**src/rtl/decode_stage.sv**
```systemverilog
// MIPS ID stage: register file, control decode, immediate sign-extension and
// load-use hazard detection, producing the registered 152-bit ID/EX word.
module decode_stage (
    input  logic          clk,
    input  logic          reset,
    input  logic [63:0]   IF_ID,
    input  logic          wb_reg_write,
    input  logic [4:0]    wb_write_reg,
    input  logic [31:0]   wb_write_data,
    input  logic          flush,
    output logic          stall,
    output logic [151:0]  ID_EX
);
    localparam int DATA_W = 32;

    // {ALUOp[1:0], Branch, MemWrite, MemRead, RegWrite, MemtoReg, ALUSrc, RegDst}
    localparam logic [8:0] CTRL_RTYPE = 9'b10_0_0_0_1_0_0_1;
    localparam logic [8:0] CTRL_LW    = 9'b00_0_0_1_1_1_1_0;
    localparam logic [8:0] CTRL_SW    = 9'b00_0_1_0_0_0_1_0;
    localparam logic [8:0] CTRL_BEQ   = 9'b01_1_0_0_0_0_0_0;
    localparam logic [8:0] CTRL_ADDI  = 9'b00_0_0_0_1_0_1_0;

    logic [5:0]                opcode_p0;
    logic [4:0]                rs_p0;
    logic [4:0]                rt_p0;
    logic [4:0]                rd_p0;
    logic [DATA_W-1:0]         pc4_p0;
    logic signed [DATA_W-1:0]  imm_p0;
    logic [DATA_W-1:0]         rs_data_p0;
    logic [DATA_W-1:0]         rt_data_p0;
    logic [8:0]                ctrl_p0;
    logic                      load_use;
    logic                      wb_active;
    logic [151:0]              id_ex_p1;
    logic [DATA_W-1:0]         regs [32];

    function automatic logic signed [DATA_W-1:0] sign_ext16(input logic signed [15:0] v);
        return {{(DATA_W-16){v[15]}}, v};
    endfunction

    // Stage 0: field extraction, register read with write-back bypass, control decode
    assign opcode_p0 = IF_ID[31:26];
    assign rs_p0     = IF_ID[25:21];
    assign rt_p0     = IF_ID[20:16];
    assign rd_p0     = IF_ID[15:11];
    assign pc4_p0    = IF_ID[63:32];
    assign imm_p0    = sign_ext16(IF_ID[15:0]);
    assign wb_active = wb_reg_write && (wb_write_reg != 5'd0);

    always_comb begin
        rs_data_p0 = regs[rs_p0];
        if (rs_p0 == 5'd0)
            rs_data_p0 = '0;
        else if (wb_active && (wb_write_reg == rs_p0))
            rs_data_p0 = wb_write_data;
    end

    always_comb begin
        rt_data_p0 = regs[rt_p0];
        if (rt_p0 == 5'd0)
            rt_data_p0 = '0;
        else if (wb_active && (wb_write_reg == rt_p0))
            rt_data_p0 = wb_write_data;
    end

    always_comb begin
        ctrl_p0 = '0;
        case (opcode_p0)
            6'b000000: ctrl_p0 = CTRL_RTYPE;
            6'b100011: ctrl_p0 = CTRL_LW;
            6'b101011: ctrl_p0 = CTRL_SW;
            6'b000100: ctrl_p0 = CTRL_BEQ;
            6'b001000: ctrl_p0 = CTRL_ADDI;
            default:   ctrl_p0 = '0;
        endcase
    end

    // A load sitting in EX whose rt feeds this instruction forces one bubble
    assign load_use = id_ex_p1[147] && (id_ex_p1[9:5] != 5'd0) &&
                      ((id_ex_p1[9:5] == rs_p0) || (id_ex_p1[9:5] == rt_p0));
    assign stall    = load_use && !flush;

    always_ff @(posedge clk or posedge reset) begin
        if (reset) begin
            for (int i = 0; i < 32; i++)
                regs[i] <= '0;
        end else if (wb_active) begin
            regs[wb_write_reg] <= wb_write_data;
        end
    end

    // Stage 1: ID/EX register; flush takes priority over the load-use bubble
    always_ff @(posedge clk or posedge reset) begin
        if (reset)
            id_ex_p1 <= '0;
        else if (flush || load_use)
            id_ex_p1 <= '0;
        else
            id_ex_p1 <= {ctrl_p0, pc4_p0, rs_data_p0, rt_data_p0, imm_p0,
                         rs_p0, rt_p0, rd_p0};
    end

    assign ID_EX = id_ex_p1;
endmodule

```
**config.mk**
```make
export PLATFORM = sky130hd
export DESIGN_NAME = decode_stage
export DESIGN_NICKNAME = d
export VERILOG_FILES = /design/src/rtl/decode_stage.sv
export SDC_FILE = /design/constraint.sdc
export NUM_CORES = 2
export LEC_CHECK = 0
export ABC_AREA = 1
export CAP_MARGIN = 20
export CORE_UTILIZATION = 30
export DETAILED_ROUTE_END_ITERATION = 10
export MAX_ROUTING_LAYER = met4
export SYNTH_ARGS = -nofsm -noshare
export SYNTH_HDL_FRONTEND = slang
export SYNTH_SLANG_ARGS = --single-unit
```
**constraint.sdc**
```tcl
create_clock -name clk -period 45.7 [get_ports clk]
set_input_delay 11.425 -clock clk [delete_from_list [all_inputs] [get_ports clk]]
set_output_delay 11.425 -clock clk [all_outputs]
set_load 0.05 [all_outputs]
```
Yosys cells after proc, flatten, opt, wreduce, memory -nomap -nowiden
Index checks and enable logic that the tools add are counted.

Bits in registers: 1176. Input port bits: 105. Output and inout port bits: 153. Word-level logic and storage cells: 78.

Order comparisons: 4. Equal/unequal tests: 8. Muxes and demuxes: 15. Bitwise operators: 3. Reductions and logical operators: 15.

Operators by type and width (number): $bwmux W1024 (1); $bmux W32 S5 (2); $mux W32 (9); $demux W32 S5 (1); $mux W152 (1); $pmux W9 S5 (1); $eq A5 B5 Y1 (4); $ge A6 B6 Y1 const B (3); $not A5 Y6 (3); $eq A6 B6 Y1 const B (2); $logic_not A5 Y1 (2); $reduce_bool A5 Y1 (2); $logic_and A1 B1 Y1 (7); $eq A6 B3 Y1 const B (1); $eq A6 B4 Y1 const B (1); $logic_not A6 Y1 (1); $lt A6 B1 Y1 const B (1); $logic_or A1 B1 Y1 (2); $logic_not A1 Y1 (1).

Logic depth before layout (Yosys ltp)
Word-level depth: 7. Gate-level depth with buffers: 13. Mapped depth without buffers: 11.

Least setup slack after synthesis
Ideal clock, no wire load.

Path type: in2out. From: in IF_ID[20]. To: out stall. Data arrival time: 12.825 ns. Required time: 34.275 ns. Slack: 21.450 ns. Stages: 9. Path buffers: 1. Cells stage by stage: buf_2 clkinv_1 nand2_1 nand2_1 nor2_1 nand3_1 nand2_1 nand2_1 nor2_1.

Word-level cells in the longest chain between the ends: 4.

RTL lines: start: declaration (line 6) `input logic [63:0] IF_ID,`; $eq A5 B5 Y1 (line 80) `((id_ex_p1[9:5] == rs_p0) || (id_ex_p1[9:5] == rt_p0));`; $logic_or A1 B1 Y1 (line 80); $logic_and A1 B1 Y1 (line 79) `assign load_use = id_ex_p1[147] && (id_ex_p1[9:5] != 5'd0) &&`; $logic_and A1 B1 Y1 (line 81) `assign stall = load_use && !flush;`; end: declaration (line 11) `output logic stall,`.

No other way between the ends.

Worst setup path after layout
From: in IF_ID[18]. To: out stall.

Same word-level chain as after synthesis.

==> metrics.md <==
| Metric | Value |
|---|---|
| Mux contribution to synthesized area | 0 |
| CTS buffer count | between 100 and 150 |
| Slowest stage cell on the critical path | clkinv_2 |
| Core Region | between 0.2 and 0.25 mm^2 |
| Run status | finished clean |
| Worst-path maximum fanout | 44 |
| Detail Route Antenna Nets | 0 |
| TNS Setup | 0 ns |
| GRT overflow | 0 |
| CTS max path bufs | 3 |
| CP startpoint kind | input port |
| Layout cell share with drive strength beyond 1 | 0.0469 |
| RR Endpoint | ID_EX[79] |
| Port bufs | approximately 260 |
| Pwr/cell area | between 40 and 50 mW/mm^2 |
| Largest net degree at the start of global routing | 180 |
| Max stage delay on crit path | about 0.84 ns |
| Clock power frac | 0.363 |
| Power, Total | between 3 and 4 mW |
| Fin. max-slew vios | 0 |
| Die X | about 460 um |
| Main synth FF type | dfrtp_1 |
| Worst skew pair latency | between 0.7 and 0.8 ns |
| Post-layout nets | slightly below 9k |
| First-pass GRT wire length | 376000 um |
| Worst vdd ir | around 0.035 mV |
| Slew at the pin closest to its max-slew limit | 1.21 ns |
| # IOs | 258 |
| Post-Synth Simple-Gate Area | 0.283 |
| Period utilization | 0.574 |
| Post-synth top area cell | dfrtp_1 |
| Synth top area share | 0.459 |
| Yosys cell types | 25 |
| Clk slew on worst S/H paths | around 0.06 ns |
| Largest family of logic cells by synthesized area | simple AND/OR/NAND/NOR gates |
| Combinational cell fraction of total power | 0.204 |
| H-tree Lvls | 4 |
| Initial DRC Count | around 7.6k |
| RSZ-0062 raised after global routing | false |
| R2R cell count | 11 |
| Max-Cap Viols | 0 |
| Pint | approximately 2.0 mW |
| Most common library cell in the layout ignoring fill and taps | nand2_1 |
| Num rows | about 170 |
| Synth area leaders | dfrtp_1 (46%), nand2_1 (19%), o21ai_0 (7.9%) |
| Synth warnings | 0 |
| Crit Path Class | in -> out |
| Clock sink count | about 1.2k |
| Sw power | approximately 0.98 mW |
| DIE AREA | about 0.21 mm^2 |
| Initial Util | 0.303 |
| Sequential share of the synthesized area | 0.459 |
| DRC viols | 0 |
| Post-synthesis compound-gate area fraction | 0.163 |
| Reg power frac | 0.433 |
| Sw frac | 0.323 |
| Root buffer cell | clkbuf_16 |
| Syn Inst Count | just under 9k |
| DRT Wirelength | approximately 260000 um |
| Worst R2R Start | ID_EX[9] |
| Routed length per instance | ~22 um |
| Asr flop ratio synth | 1.00 |
| Minimum clock period | around 26 ns |
| Critical Path AT | ~15 ns |
| Final Hold Violating Endpoints | 0 |
| Syn_nets | 8985 |
| Die height | roughly 460 um |
| Final Util | 0.344 |
| Final Setup Violations | 0 |
| Min-delay src | regs[992] |
| Post-synthesis xor/xnor area fraction | 0.00139 |
| Gp weighted congestion | 0.876 |
| Fmax achieved | 38.1 MHz |
| Total GRT Usage | 0.244 |
| Synthesized area | about 0.063 mm^2 |
| Post-synthesis adder-cell area fraction | 0 |
| R2r setup slk | around 42 ns |
| CTS tree | done |
| Synthesis-stage register bit count | ~1.2k |
| Antenna violations before repair | 18 |
| Worst hold path endpoint | regs[992] |
| EDFF count, synth | 0 |
| CP endpoint kind | output port |
| Worst Skew | 0.0330 ns |
| Post-CTS resize count | 0 |
| Via-to-Cell Ratio | between 5 and 6 |
| WP data required | approximately 34 ns |
| Total iterations of the first detailed-routing run | 8 |
| Slew headroom | 0.191 |
| Hold Path Stages | 0 |
| Crit path cell chain | buf_4 -> clkinv_2 -> nand2_1 -> nand2_1 -> nor2_1 -> nand3_1 -> nand2_1 -> nand2_1 -> nor2_1 -> clkdlybuf4s50_1 |
| Post-CTS setup buffers | 0 |
| Cell repeated most along the worst path | nand2_1 |
| Via count | 61.7k |
| Cts hold-fix bufs | 0 |
| Post-DP HPWL | approximately 140000 um |
| Mean Syn Cell Area | approximately 7.1 um^2 |
| Number of global-route vias before repair | roughly 58k |
| Leak Pwr | 33.7 nW |
| Hold Path Class | reg -> reg |
| Area Growth Syn to Fin | 13.7% |
| Most frequent cells in the layout | nand2_1 (3102), dfrtp_1 (1152), o21ai_0 (994), nand3_1 (770), inv_1 (682) |
## power by group through the flow
stage	sequential (mW)	combinational, mW	clock [mW]
global placement	1.31	0.594	0
detailed placement	1.32	0.609	0
finish	1.31	0.618	1.10
global route	1.33	0.697	1.15
floorplan	1.33	0.417	0
CTS	1.31	0.611	1.11
## cells in the mapped netlist, drive strengths merged, types with 8 or more instances
| cell type | instances |
|---|---|
| dfrtp | 1152 |
| nor2 | 545 |
| buf | 240 |
| o21ai | 1015 |
| xnor2 | 8 |
| o211ai | 560 |
| inv | 695 |
| nor3 | 10 |
| nand2 | 3132 |
| a21oi | 188 |
| nand3 | 770 |
| clkbuf | 554 |
## sequential cells by signal, summed over array words and instances (netlist names)
signal  count
regs     1024
ID_EX     128
## stage by stage
step	setup slack [ns]	hold slack, ns	std cells	area [um^2]
after floorplan	1.83	0.429	8880	62800
after global routing	19.46	0.386	11500	71400
after global placement	19.45	0.365	11300	66800
after CTS	19.59	0.378	11500	71300
after detailed placement	19.60	0.366	11300	66800
final	19.47	0.376	11500	71400
## layout make-up
cell class	count	area, um^2
Antenna cell	13	32.5
Sequential cell	1152	28800
Fill cell	21700	136000
Clock inverter	41	427
Multi-Input combinational cell	6235	28300
Timing Repair Buffer	380	3680
Clock buffer	198	4020
Inverter	699	2670
Tap cell	2788	3490
## routing by layer
metal  GRT usage  vias up  wire (um)
li1            -    28000          -
met1       0.300    29400     101000
met2       0.379     3561     115000
met3      0.0449      749      25600
met4       0.129        0      15000
met5           -        -          0
## worst max path at each step
stage | depth (start not counted) | slack (ns) | start | to
3_3_place_gp | 10 | 19.45 | IF_ID[18] | stall
3_5_place_dp | 10 | 19.60 | IF_ID[18] | stall
6_report | 10 | 19.47 | IF_ID[18] | stall
4_1_cts | 10 | 19.59 | IF_ID[18] | stall
5_1_grt | 10 | 19.46 | IF_ID[18] | stall
2_1_floorplan | 1 | 1.83 | reset | ID_EX[100]
## worst max-delay path, delay by kind of cell
family	cells	cell delay, ns
AND/OR/NAND/NOR	7	1.03
buffers and inverters	3	2.29
## logic make-up (layout without fill, tap and decap cells)
group / Yosys count / count (layout)
flip-flops: 1152 / 1152
XOR/XNOR: 10 / 10
buffers and inverters: 1493 / 1318
AO/OA/AOI/OAI: 1765 / 1765
other: 0 / 13
AND/OR/NAND/NOR: 4460 / 4460
Note: power is estimated with default switching activity, not from simulation.
